==> src/rtl/reaction_pkg.sv <==
// -----------------------------------------------------------------------------
// reaction_pkg
// Shared definitions for the reaction-timer sequencer: FSM state encoding,
// the BCD saturation value and the LFSR feedback taps.
// No ports (package).
// -----------------------------------------------------------------------------
package reaction_pkg;

  // State encoding is visible on the debug port, so the values are fixed.
  typedef logic [2:0] state_t;

  localparam logic [2:0] ST_IDLE    = 3'd0;
  localparam logic [2:0] ST_DELAY   = 3'd1;
  localparam logic [2:0] ST_GO      = 3'd2;
  localparam logic [2:0] ST_DONE    = 3'd3;
  localparam logic [2:0] ST_FOUL    = 3'd4;
  localparam logic [2:0] ST_TIMEOUT = 3'd5;

  // Largest value the 4-digit BCD millisecond counter can show.
  localparam logic [15:0] BCD_MAX = 16'h9999;

  // Fibonacci taps 16,14,13,11 expressed as bit positions 15,13,12,10.
  localparam logic [15:0] LFSR_TAPS = 16'hB400;

  // One shift of the maximal-length LFSR; a non-zero value never maps to 0.
  function automatic logic [15:0] lfsrStep(input logic [15:0] v);
    return {v[14:0], ^(v & LFSR_TAPS)};
  endfunction

endpackage

==> src/rtl/reaction_game_ctrl_if.sv <==
// -----------------------------------------------------------------------------
// reaction_game_ctrl_if
// Groups the player button and the display/LED outputs of the reaction-timer
// sequencer.
//   btn          : raw asynchronous player button (into the sequencer)
//   led          : "GO" lamp
//   result_bcd   : four BCD digits, [15:12] = thousands of ms
//   result_valid : result is final (DONE or TIMEOUT)
//   foul         : false start flagged
//   timeout      : player never pressed
//   state        : current FSM state, for debug
// Modports: slave = the sequencer, master = whatever drives the button and
// consumes the outputs.
// -----------------------------------------------------------------------------
interface reaction_game_ctrl_if;
  import reaction_pkg::*;

  logic        btn;
  logic        led;
  logic [15:0] result_bcd;
  logic        result_valid;
  logic        foul;
  logic        timeout;
  state_t      state;

  modport slave (
    input  btn,
    output led, result_bcd, result_valid, foul, timeout, state
  );

  modport master (
    output btn,
    input  led, result_bcd, result_valid, foul, timeout, state
  );

endinterface

==> src/rtl/bcd_counter4.sv <==
// -----------------------------------------------------------------------------
// bcd_counter4
// Four-digit BCD incrementer with synchronous clear and enable. The count
// saturates at 9999 instead of wrapping; o_atMax tells the owner it is there.
//   clk     : system clock
//   rst     : synchronous active-high reset, clears the count
//   i_clr   : clear the count to 0000
//   i_en    : advance by one (ignored at 9999)
//   o_count : current count, [15:12] = most significant digit
//   o_atMax : count equals 9999
// -----------------------------------------------------------------------------
module bcd_counter4
  import reaction_pkg::*;
(
  input  logic        clk,
  input  logic        rst,
  input  logic        i_clr,
  input  logic        i_en,
  output logic [15:0] o_count,
  output logic        o_atMax
);

  logic [15:0] r_count;
  logic [15:0] w_next;
  logic        w_carry;

  // Ripple a +1 through the digits: a digit at 9 rolls to 0 and passes the
  // carry on, the first digit below 9 absorbs it.
  always_comb begin
    w_next  = r_count;
    w_carry = 1'b1;
    for (int i = 0; i < 4; i++) begin
      if (w_carry) begin
        if (r_count[i*4 +: 4] == 4'd9) begin
          w_next[i*4 +: 4] = 4'd0;
        end else begin
          w_next[i*4 +: 4] = r_count[i*4 +: 4] + 4'd1;
          w_carry          = 1'b0;
        end
      end
    end
  end

  assign o_atMax = (r_count == BCD_MAX);

  always_ff @(posedge clk) begin
    if (rst || i_clr) begin
      r_count <= 16'h0000;
    end else if (i_en && !o_atMax) begin
      r_count <= w_next;
    end
  end

  assign o_count = r_count;

endmodule

==> src/rtl/reaction_game_ctrl.sv <==
// -----------------------------------------------------------------------------
// reaction_game_ctrl
// Reaction-timer sequencer: waits a pseudo-random delay, lights the GO lamp,
// counts milliseconds in BCD until the button is pressed, then latches the
// result. Early presses are flagged as fouls, a count that hits 9999 ms ends
// in timeout.
//   clk : system clock
//   rst : synchronous active-high reset
//   bus : reaction_game_ctrl_if.slave (btn in; led, result_bcd, result_valid,
//         foul, timeout, state out)
// Parameters: TICK_DIV clocks per ms, MIN_DELAY_MS fixed delay part,
// RAND_BITS width of the random delay addend, LFSR_SEED non-zero seed.
// -----------------------------------------------------------------------------
module reaction_game_ctrl
  import reaction_pkg::*;
#(
  parameter int unsigned TICK_DIV     = 10000,
  parameter int unsigned MIN_DELAY_MS = 1000,
  parameter int unsigned RAND_BITS    = 11,
  parameter logic [15:0] LFSR_SEED    = 16'hACE1
) (
  input  logic               clk,
  input  logic               rst,
  reaction_game_ctrl_if.slave bus
);

  logic        r_sync1, r_sync2, r_sync3;
  logic        w_rise;
  logic [15:0] r_lfsr;
  logic [15:0] r_presc;
  logic        w_tick;
  state_t      r_state, w_nextState;
  logic [13:0] r_delayCnt;
  logic [13:0] w_delayLoad;
  logic        w_loadDelay, w_bcdClr, w_bcdEn, w_enterTimer;
  logic        w_atMax;
  logic [15:0] w_count;

  // Button synchronizer plus edge-detect stage. During reset all stages take
  // the current button level, so a button already held when reset releases
  // never looks like a fresh press.
  always_ff @(posedge clk) begin
    if (rst) begin
      r_sync1 <= bus.btn;
      r_sync2 <= bus.btn;
      r_sync3 <= bus.btn;
    end else begin
      r_sync1 <= bus.btn;
      r_sync2 <= r_sync1;
      r_sync3 <= r_sync2;
    end
  end

  assign w_rise = r_sync2 & ~r_sync3;

  // Free-running random source; its low bits pick the delay at round start.
  always_ff @(posedge clk) begin
    if (rst) begin
      r_lfsr <= LFSR_SEED;
    end else begin
      r_lfsr <= lfsrStep(r_lfsr);
    end
  end

  assign w_tick      = (r_presc == 16'(TICK_DIV - 1));
  assign w_delayLoad = 14'(MIN_DELAY_MS) + 14'(r_lfsr[RAND_BITS-1:0]);

  // Next-state logic. A press always beats a tick arriving in the same cycle,
  // both for the last DELAY tick and for a GO tick.
  always_comb begin
    w_nextState = r_state;
    w_loadDelay = 1'b0;
    w_bcdClr    = 1'b0;
    w_bcdEn     = 1'b0;
    case (r_state)
      ST_IDLE: begin
        if (w_rise) begin
          w_nextState = ST_DELAY;
          w_loadDelay = 1'b1;
        end
      end
      ST_DELAY: begin
        if (w_rise) begin
          w_nextState = ST_FOUL;
        end else if (w_tick && (r_delayCnt == 14'd1)) begin
          w_nextState = ST_GO;
          w_bcdClr    = 1'b1;
        end
      end
      ST_GO: begin
        if (w_rise) begin
          w_nextState = ST_DONE;
        end else if (w_tick) begin
          if (w_atMax) begin
            w_nextState = ST_TIMEOUT;
          end else begin
            w_bcdEn = 1'b1;
          end
        end
      end
      ST_DONE, ST_FOUL, ST_TIMEOUT: begin
        if (w_rise) begin
          w_nextState = ST_DELAY;
          w_loadDelay = 1'b1;
        end
      end
      default: begin
        w_nextState = ST_IDLE;
      end
    endcase
  end

  // The ms grid restarts whenever a timed state is entered so the first
  // tick always lands a full period after entry.
  assign w_enterTimer = (w_nextState != r_state) &&
                        ((w_nextState == ST_DELAY) || (w_nextState == ST_GO));

  always_ff @(posedge clk) begin
    if (rst || w_enterTimer || w_tick) begin
      r_presc <= 16'd0;
    end else begin
      r_presc <= r_presc + 16'd1;
    end
  end

  always_ff @(posedge clk) begin
    if (rst) begin
      r_delayCnt <= 14'd0;
    end else if (w_loadDelay) begin
      r_delayCnt <= w_delayLoad;
    end else if ((r_state == ST_DELAY) && w_tick && !w_rise) begin
      r_delayCnt <= r_delayCnt - 14'd1;
    end
  end

  always_ff @(posedge clk) begin
    if (rst) begin
      r_state <= ST_IDLE;
    end else begin
      r_state <= w_nextState;
    end
  end

  bcd_counter4 u_bcd (
    .clk     (clk),
    .rst     (rst),
    .i_clr   (w_bcdClr),
    .i_en    (w_bcdEn),
    .o_count (w_count),
    .o_atMax (w_atMax)
  );

  // Outputs decode straight from the state register, so they change on the
  // same edge as the state.
  assign bus.led          = (r_state == ST_GO);
  assign bus.result_valid = (r_state == ST_DONE) || (r_state == ST_TIMEOUT);
  assign bus.foul         = (r_state == ST_FOUL);
  assign bus.timeout      = (r_state == ST_TIMEOUT);
  assign bus.state        = r_state;
  assign bus.result_bcd   = w_count;

endmodule
==> src/flat_wrapper.sv <==
// flat-port wrapper written by rule: the top's interface ports become plain ports
module reaction_game_ctrl_flat import reaction_pkg::*;
#(
  parameter int unsigned TICK_DIV     = 10000,
  parameter int unsigned MIN_DELAY_MS = 1000,
  parameter int unsigned RAND_BITS    = 11,
  parameter logic [15:0] LFSR_SEED    = 16'hACE1
)
  (clk, rst, bus_btn, bus_led, bus_result_bcd, bus_result_valid, bus_foul, bus_timeout, bus_state);
  reaction_game_ctrl_if bus_i ();
  input  logic clk;
  input  logic rst;
  input wire logic [$bits(bus_i.btn)-1:0] bus_btn;
  output wire logic [$bits(bus_i.led)-1:0] bus_led;
  output wire logic [$bits(bus_i.result_bcd)-1:0] bus_result_bcd;
  output wire logic [$bits(bus_i.result_valid)-1:0] bus_result_valid;
  output wire logic [$bits(bus_i.foul)-1:0] bus_foul;
  output wire logic [$bits(bus_i.timeout)-1:0] bus_timeout;
  output wire logic [$bits(bus_i.state)-1:0] bus_state;
  assign bus_i.btn = bus_btn;
  assign bus_led = bus_i.led;
  assign bus_result_bcd = bus_i.result_bcd;
  assign bus_result_valid = bus_i.result_valid;
  assign bus_foul = bus_i.foul;
  assign bus_timeout = bus_i.timeout;
  assign bus_state = bus_i.state;
  reaction_game_ctrl #(.TICK_DIV(TICK_DIV), .MIN_DELAY_MS(MIN_DELAY_MS), .RAND_BITS(RAND_BITS), .LFSR_SEED(LFSR_SEED)) u_core (.clk(clk), .rst(rst), .bus(bus_i));
endmodule
==> config.mk <==
export PLATFORM = sky130hd
export DESIGN_NAME = reaction_game_ctrl_flat
export DESIGN_NICKNAME = d
export VERILOG_FILES = /design/src/rtl/reaction_pkg.sv /design/src/rtl/reaction_game_ctrl_if.sv /design/src/rtl/bcd_counter4.sv /design/src/rtl/reaction_game_ctrl.sv /design/src/flat_wrapper.sv
export SDC_FILE = /design/constraint.sdc
export NUM_CORES = 1
export LEC_CHECK = 0
export CORE_MARGIN = 2
export CORE_UTILIZATION = 52
export DETAILED_ROUTE_END_ITERATION = 12
export PLACE_DENSITY = 0.83
export SLEW_MARGIN = 20
export SYNTH_ARGS = -nofsm -noshare
export SYNTH_HDL_FRONTEND = slang
export SYNTH_SLANG_ARGS = --single-unit
==> constraint.sdc <==
create_clock -name clk -period 2 [get_ports clk]
set_clock_uncertainty 0.15 [all_clocks]
set_input_delay 0.4 -clock clk [delete_from_list [all_inputs] [get_ports clk]]
set_output_delay 0.4 -clock clk [all_outputs]
set_load 0.01 [all_outputs]
# ---- Word level (Yosys, flattened, before mapping)
# Cells that the tools add are included.
# W data, S select, Z words.
dict set report classes {
  add_sub_neg 7
  bitwise_logic 2
  n_reduce_logical 19
  eq_ne 15
  muxes 29
}
# cell count
set ops {}
lappend ops {{$mux W14} 2}
lappend ops {{$mux W3} 6}
lappend ops {{$add A16 B1 Y16 const B} 1}
lappend ops {{$add A4 B1 Y4 const B} 4}
lappend ops {{$eq A16 B14 Y1 const B} 1}
lappend ops {{$eq A16 B16 Y1 const B} 1}
lappend ops {{$eq A4 B4 Y1 const B} 4}
lappend ops {{$mux W1} 16}
lappend ops {{$mux W4} 4}
lappend ops {{$reduce_xor A16 Y1} 1}
lappend ops {{$eq A14 B1 Y1 const B} 1}
lappend ops {{$sub A14 B1 Y14 const B} 1}
lappend ops {{$add A10 B11 Y12 const A} 1}
lappend ops {{$eq A3 B2 Y1 const B} 3}
lappend ops {{$pmux W3 S3} 1}
lappend ops {{$eq A3 B1 Y1 const B} 2}
lappend ops {{$eq A3 B3 Y1 const B} 2}
lappend ops {{$reduce_and A2 Y1} 3}
lappend ops {{$logic_and A1 B1 Y1} 5}
lappend ops {{$logic_or A1 B1 Y1} 5}
lappend ops {{$reduce_or A4 Y1} 1}
lappend ops {{$logic_not A3 Y1} 1}
lappend ops {{$ne A3 B3 Y1} 1}
lappend ops {{$logic_not A1 Y1} 2}
lappend ops {{3 further kinds} 3}
dict set report word_totals {
  input_bits 3
  word_cells 83
  ff_bits 68
  out_inout_bits 23
}

# ---- Longest topological paths before layout
# Gate-level depths: netlist of the first run.
dict set report logic_depth {
  ltp_word 10
  depth_mapped 9
  depth_no_buf 7
}

# ---- Cells and area by module
# Synthesis of the first run repeated with hierarchy kept, for this count alone.
dict set report unflattened {
  cells_unflattened 379
  area_unflattened_um2 3314.4
}
# module seq_area_each_um2 cells_per_inst instances area_per_inst_um2
set modules_own_cells {}
lappend modules_own_cells {reaction_game_ctrl 1041.0 279 1 2428.6}
lappend modules_own_cells {bcd_counter4 320.3 100 1 885.8}

# ---- Worst setup path after synthesis of the first run
# No wires, ideal clock.
dict set report synth_timing {
  path_type {register to register}
  from {register u_core.r_delayCnt[4]}
  to {register u_core.r_presc[0]}
  stages_incl_launch_ff 8
  t_arrival_ns 1.965
  path_slack_ns -0.236
  path_buffers 1
  required_time_ns 1.728
  path_cell_list {dfxtp_1 > or4_4 > nor3_4 > nand3_2 > a2111o_1 > nand3_2 > buf_6 > a21oi_1}
}
dict set report synth_between {
  elab_chain_cells 10
  elab_cells_between_ends 12
}
# element line
set synth_lines {}
lappend synth_lines {{start: declaration} reaction_game_ctrl.sv:33} ;# logic [13:0] r_delayCnt;
lappend synth_lines {{start signal: assignment} reaction_game_ctrl.sv:130} ;# r_delayCnt <= w_delayLoad;
lappend synth_lines {{start signal: assignment} reaction_game_ctrl.sv:132} ;# r_delayCnt <= r_delayCnt - 14'd1;
lappend synth_lines {{$eq A14 B1 Y1 *} reaction_game_ctrl.sv:85} ;# end else if (w_tick && (r_delayCnt == 14'd1)) begin
lappend synth_lines {{$logic_and A1 B1 Y1 *} reaction_game_ctrl.sv:85}
lappend synth_lines {{$mux W3 *} reaction_game_ctrl.sv:85}
lappend synth_lines {{$mux W3 *} reaction_game_ctrl.sv:83} ;# if (w_rise) begin
lappend synth_lines {{$pmux W3 S3 *} reaction_game_ctrl.sv:75} ;# case (r_state)
lappend synth_lines {{$eq A3 B1 Y1 / $eq A3 B2 Y1 (equally long branches)} reaction_game_ctrl.sv:116} ;# ((w_nextState == ST_DELAY) || (w_nextState == ST_GO));
lappend synth_lines {{$logic_or A1 B1 Y1} reaction_game_ctrl.sv:116}
lappend synth_lines {{$logic_and A1 B1 Y1 *} reaction_game_ctrl.sv:115} ;# assign w_enterTimer = (w_nextState != r_state) &&
lappend synth_lines {{$logic_or A1 B1 Y1 * (2 in series)} reaction_game_ctrl.sv:119} ;# if (rst || w_enterTimer || w_tick) begin
lappend synth_lines {{end signal: assignment} reaction_game_ctrl.sv:122} ;# r_presc <= r_presc + 16'd1;
lappend synth_lines {{end: declaration} reaction_game_ctrl.sv:30} ;# logic [15:0] r_presc;
# Every way passes the cells marked *; elsewhere a longest branch is shown, timed or not.
# A chain may end at the register's enable or synchronous reset.

# ---- Worst setup path after layout of the first run
dict set report layout_timing {
  from {register u_core.r_delayCnt[11]}
  to {register u_core.r_presc[5]}
}
# Same word-level chain as after synthesis.

==> flow_summary.json, run 1 <==
{
  "status": "complete, but fails checks",
  "violations": "setup timing",
  "ir_drop_v": 0.000647,
  "insertion_delay_ns": 0.37,
  "slew_headroom_pct": 62.7,
  "drv_slew": 0,
  "grt_start_max_net_pins": 36,
  "hold_depth": 1,
  "synth_area_um2": 3380,
  "min_from": "u_core.r_lfsr[14]",
  "r2r_start": "u_core.r_delayCnt[11]",
  "dpl_worst_slack_ns": -0.256,
  "clockBufferDepth": 2,
  "drt_wl_total_um": 10900,
  "regToRegSetupSlack_ns": -0.27,
  "antenna_found_initial": 0,
  "port_buffers": 25,
  "tns_ns": -6.94,
  "htree_levels": 3,
  "overflow": 0,
  "gp_congestion": 0.862,
  "die_area_um2": 7160,
  "synthFlopType": "dfxtp_1",
  "crit_type": "reg2reg",
  "fin_nets": 489,
  "arrival_ns": 2.39,
  "avgRoutedWirePerCell_um": 19.3,
  "via_per_inst": 6.19,
  "initial_core_util_pct": 53.5,
  "rows": 29,
  "placed_cell_area_um2": 4190,
  "yosysSeqAreaShare_pct": 40.3,
  "postSynthCellCount": 389,
  "hold_class": "reg2reg",
  "cp-start-kind": "flop",
  "clock-root-buffer": "clkbuf_8",
  "grt_util_met2_pct": 45.9,
  "max_freq_mhz": 441,
  "power.leakage_nw": 1.87,
  "p_per_area_nw_per_um2": 641,
  "cp_data_required_time_ns": 2.12,
  "slowest_stage": "or4_4",
  "busiest_layer": "met2",
  "dpl.hpwl_um": 5660,
  "grtUsageTotal_pct": 25.1,
  "syn_area_per_cell_um2": 8.69,
  "first_pass_iters": 7,
  "ys_seq_elements": 68,
  "post_synth_main_area_contributors": "dfxtp_1 40%, xor2_1 6.0%, xnor2_1 4.7%",
  "whs_ns": 0.256,
  "synth_area_leader_cell": "dfxtp_1",
  "reg2reg_to": "u_core.r_presc[5]",
  "die_x_um": 84.6,
  "yosysMostFrequentCell": "dfxtp_1",
  "ys_warn_count": 0,
  "finalWorstSetupSlack_ns": -0.266,
  "worst_setup_path_end_kind": "flop",
  "ant_nets": 0,
  "grt_pass1_vias": 3153,
  "syn_nets": 396,
  "crit_fanout": 16,
  "rsz0062_at_grt": "yes",
  "yosysTopAreaCellShare_pct": 40.3,
  "critical_path_buf_inv_count": 0,
  "grt_pass1_wl_um": 14400,
  "synth_enable_flop_cells": 0,
  "yosys.cell_types.count": 52,
  "drt_first_iter_violations": 227,
  "grt_use_met1_pct": 27.5,
  "hold_violations": 0,
  "layout_min_cycle_time_ns": 2.27,
  "pin_count": 26,
  "worstMarginPinSlew_ns": 0.545,
  "final_layout_size_suffix_gt1_share_pct": 35.1,
  "finalCritPeriodShare_pct": 113,
  "die_h_um": 84.6,
  "critPathMaxStageDelay_ns": 0.55,
  "min_to": "u_core.r_lfsr[15]",
  "startpoint": "u_core.r_delayCnt[11]",
  "diodes": 0,
  "layout.filler_cells": 366,
  "finalSetupViolCount": 46,
  "drc_errors": 0,
  "cp_top_family": "simple AND/OR/NAND/NOR gates",
  "cp_cell_sequence": "or4_4, nor3_4, nand3_2, o21ai_2, nand3_4, a211oi_1",
  "core_area_um2": 6310,
  "synthArstFlopShare_pct": 0,
  "vias": 3490,
  "cts_made_buffers": 9,
  "syn2layout_area_growth_pct": 43.8,
  "cts_tree": "yes",
  "cap_viol_max_count": 0,
  "path_clk_slew_ns": 0.08,
  "clock-sinks": 68,
  "globalRouteMet3Util_pct": 5.11,
  "r2r_cells": 6,
  "fin_area_um2": 4860,
  "ys_top_cells_by_count": "68 x dfxtp_1, 38 x nor2_1, 29 x a21oi_1, 27 x nand2_1, 23 x xor2_1"
}
-- timing repair --
item                       in CTS  in global routing
gates resized for setup        28                 58
setup endpoints to repair      40                 49
hold buffers                    0                  0
setup buffers                   3                  5
gates cloned                    0                  1
pin swaps                      11                 33
-- how the worst max path moves through the flow --
stage          cells after the start                end
2_1_floorplan                      7  u_core.r_presc[0]
3_3_place_gp                       6  u_core.r_presc[6]
3_5_place_dp                       6  u_core.r_presc[5]
4_1_cts                            6  u_core.r_presc[9]
5_1_grt                            6  u_core.r_presc[5]
6_report                           6  u_core.r_presc[5]
-- where the power goes --
group / leakage, nW / total [mW] / internal, mW / switching, mW
sequential: 0.561 / 1.46 / 1.41 / 0.0502
combinational: 1.21 / 0.457 / 0.206 / 0.252
clock: 0.0983 / 1.20 / 0.607 / 0.593
total: 1.87 / 3.12 / 2.22 / 0.895
-- area by class of cell --
type,count,area [um2],area share [%]
multi-input combinational,296,2240,46.2
sequential,68,1380,28.4
timing repair buffer,99,906,18.6
clock buffer,10,138,2.83
tap,77,96.3,1.98
clock inverter,6,63.8,1.31
inverter,8,30.0,0.618
-- placed cells by master, fill, tap and decap left out, drive strengths merged, types with 5 or more instances in the layout --
cell type      Yosys  routed
a211oi            12      12
a21oi             29      29
buf                7      73
clkbuf            10      11
clkdlybuf4s50      0      18
dfxtp             68      68
inv                8       8
nand2             27      27
nand2b             5       5
nand3             17      17
nand4             13      13
nor2              39      39
nor2b             14      14
nor3              19      19
nor4               5       5
o21ai              9       9
or2                9       9
or3               10      10
xnor2             18      18
xor2              23      23
-- cell families (layout without fill, tap and decap cells) --
family | Yosys count | after routing | share of synthesized area (%)
adders and majority gates | 4 | 4 | 1.48
DFF | 68 | 68 | 40.3
muxes | 3 | 3 | 0.889
buffers and inverters | 25 | 123 | 4.26
and+or+nand+nor | 187 | 187 | 31.4
xor gates and xnor gates | 41 | 41 | 10.6
AOI/OAI and AO/OA | 61 | 61 | 11.1
-- registers in the layout, indices dropped and copies added (netlist names) --
name and count:
u_core.r_sync2 1, u_core.r_sync1 1, u_core.r_lfsr 16, u_core.r_presc 16
u_core.bus.state 3, u_core.r_sync3 1, u_core.u_bcd.o_count 16, u_core.r_delayCnt 14
-- metal layers --
layer / share of wire (%) / wire [um]
met5: 0 / 0
met3: 6.4 / 692
met1: 35 / 3800
met2: 53 / 5740
met4: 5.9 / 637
-- worst register-to-register path, delay by kind of cell (launching register included) --
family           cells  cell delay, ns
AND/OR/NAND/NOR      4            1.12
flip-flops           1            0.34
AO/OA/AOI/OAI        2            0.57
-- metrics by stage --
step	power [mW]	util, %	instances
after floorplan	1.72	-	389
after global placement	1.83	66.4	539
after detailed placement	1.85	66.4	539
after CTS	3.00	71.4	558
after global routing	3.21	77.0	564
final	3.12	77.0	564
No activity file was read; power rests on OpenSTA's default activity.
==> run 2: changes to the inputs <==
--- a/config.mk
+++ b/config.mk
@@ -6,9 +6,9 @@
 export NUM_CORES = 1
 export LEC_CHECK = 0
 export CORE_MARGIN = 2
-export CORE_UTILIZATION = 52
+export CORE_UTILIZATION = 50
 export DETAILED_ROUTE_END_ITERATION = 12
-export PLACE_DENSITY = 0.83
+export PLACE_DENSITY = 0.81
 export SLEW_MARGIN = 20
 export SYNTH_ARGS = -nofsm -noshare
 export SYNTH_HDL_FRONTEND = slang
==> run 2 against run 1 <==
Compared with the run above:
- the run still ends with setup timing left
- sequential share of layout area down 0.36 points
- hold slack improved by 0.0075 ns
- maximum frequency decreased by 1.5%
- critical path type unchanged
- largest cell class unchanged
- first-iteration DRC count grew 38%
- worst setup slack got worse by 0.034 ns
==> flow_summary.json, run 2 (synthesis results as in run 1) <==
{
  "arrival_ns": 2.39,
  "layout_min_cycle_time_ns": 2.30,
  "clock-root-buffer": "clkbuf_8",
  "htree_levels": 3,
  "cap_viol_max_count": 0,
  "die_area_um2": 7430,
  "rsz0062_at_grt": "yes",
  "dpl.hpwl_um": 5600,
  "reg2reg_to": "u_core.r_presc[9]",
  "switching_power_uw": 883,
  "cp-start-kind": "flop",
  "placed_cell_area_um2": 4210,
  "critical_path_buf_inv_count": 0,
  "grtUsageTotal_pct": 24.9,
  "via_per_inst": 6.19,
  "crit_cells": 6,
  "max_freq_mhz": 435,
  "p_total_mw": 3.14,
  "p_int_mw": 2.25,
  "drt_wl_total_um": 11100,
  "clock-sinks": 68,
  "violations": "setup timing",
  "die_x_um": 86.2,
  "diodes": 0,
  "p_per_area_nw_per_um2": 641,
  "mostFrequentLayoutCells": "70 x buf_4, 58 x dfxtp_1, 29 x nor2_1, 27 x nand2_1",
  "crit_top_cell": "nand3_2",
  "grt_pass1_vias": 3267,
  "min_from": "u_core.r_lfsr[14]",
  "gp_congestion": 0.853,
  "hold_class": "reg2reg",
  "drt_first_iter_violations": 314,
  "overflow": 0,
  "finalCritPeriodShare_pct": 115,
  "cts_made_buffers": 9,
  "cp_top_family": "simple AND/OR/NAND/NOR gates",
  "clkPwrFrac_pct": 37.1,
  "combPwrFrac_pct": 16.2,
  "core_area_um2": 6460,
  "drc_errors": 0,
  "cts_tree": "yes",
  "finalWorstSetupSlack_ns": -0.300,
  "die_h_um": 86.2,
  "initial_core_util_pct": 52.3,
  "pwr-share-seq_pct": 46.7,
  "avgRoutedWirePerCell_um": 19.2,
  "cp_data_required_time_ns": 2.09,
  "r2r_start": "u_core.r_delayCnt[11]",
  "drv_slew": 0,
  "cp_cell_sequence": "or4_4, nor3_4, nand3_2, a2111o_1, nand3_2, a21oi_1",
  "syn2layout_area_growth_pct": 44.9,
  "status": "complete, but fails checks",
  "fin_nets": 500,
  "ant_nets": 0,
  "crit_type": "reg2reg",
  "dpl_worst_slack_ns": -0.217,
  "fin_cells": 575,
  "tns_ns": -6.63,
  "r2r_cells": 6,
  "power.share.switching_pct": 28.1,
  "grt_pass1_wl_um": 14700,
  "port_buffers": 25,
  "finalSetupViolCount": 34,
  "antenna_found_initial": 0,
  "first_pass_iters": 5,
  "power.leakage_nw": 1.86,
  "hold_depth": 1,
  "hold_violations": 0,
  "rows": 29,
  "vias": 3561,
  "slew_headroom_pct": 57.0,
  "final_layout_size_suffix_gt1_share_pct": 36.9,
  "slowest_stage": "or4_4",
  "whs_ns": 0.264,
  "final_util_pct": 75.8,
  "fin_area_um2": 4900,
  "grt_start_max_net_pins": 36,
  "min_to": "u_core.r_lfsr[15]",
  "insertion_delay_ns": 0.36,
  "worst_setup_path_end_kind": "flop",
  "layout.filler_cells": 367,
  "ir_drop_v": 0.000603,
  "crit_fanout": 8,
  "pin_count": 26,
  "dp.cells": 541,
  "clockBufferDepth": 2,
  "path_clk_slew_ns": 0.07,
  "regToRegSetupSlack_ns": -0.30,
  "layout_commonest_cell": "buf_4",
  "worstMarginPinSlew_ns": 0.628,
  "critPathMaxStageDelay_ns": 0.56
}
==> run 2: worst max-delay path by stage <==
stage / start / to / slack [ns]
6_report: u_core.r_delayCnt[11] / u_core.r_presc[9] / -0.30
4_1_cts: u_core.r_delayCnt[11] / u_core.r_presc[11] / -0.19
3_3_place_gp: u_core.r_delayCnt[11] / u_core.r_presc[6] / -0.15
5_1_grt: u_core.r_delayCnt[11] / u_core.r_presc[5] / -0.38
2_1_floorplan: u_core.r_delayCnt[11] / u_core.r_presc[0] / -0.11
3_5_place_dp: u_core.r_delayCnt[11] / u_core.r_presc[6] / -0.22
==> run 2: what timing repair did <==
action                                  CTS  global route
buffers inserted                          7            10
pin swaps                                11            22
endpoints found under the setup margin   38            43
gates resized for setup                  27            56
cloned                                    1             1
hold buffers                              0             0
==> run 2: layout make-up <==
class / count / area [um2] / area share, %
Tap cell: 77 / 96.3 / 1.97
Inverter: 8 / 30.0 / 0.613
Clock buffer: 10 / 138 / 2.81
Timing Repair Buffer: 109 / 977 / 20.0
Multi-Input combinational cell: 297 / 2220 / 45.3
Sequential cell: 68 / 1370 / 28.1
Clock inverter: 6 / 63.8 / 1.30
==> run 2: power groups by stage <==
stage,combinational (mW),clock [mW],sequential [mW]
6_report,0.507,1.16,1.47
5_1_grt,0.533,1.23,1.47
4_1_cts,0.418,1.16,1.45
3_5_place_dp,0.374,0,1.48
3_3_place_gp,0.360,0,1.48
2_1_floorplan,0.241,0,1.48
==> run 2: per-layer routing <==
layer	global-route usage [%]	wire (um)	share of wire, %
met1	25.9	4120	37
met2	47.0	5750	52
met3	6.86	685	6.2
met4	9.94	511	4.6
met5	0	0	0
==> run 3: changes to the inputs <==
--- a/config.mk
+++ b/config.mk
@@ -7,6 +7,7 @@
 export LEC_CHECK = 0
 export CORE_MARGIN = 2
 export CORE_UTILIZATION = 50
+export CTS_CLUSTER_SIZE = 28
 export DETAILED_ROUTE_END_ITERATION = 12
 export PLACE_DENSITY = 0.81
 export SLEW_MARGIN = 20
==> results of run 3 <==
Final layout, timing and power as in run 2 (identical DEF).
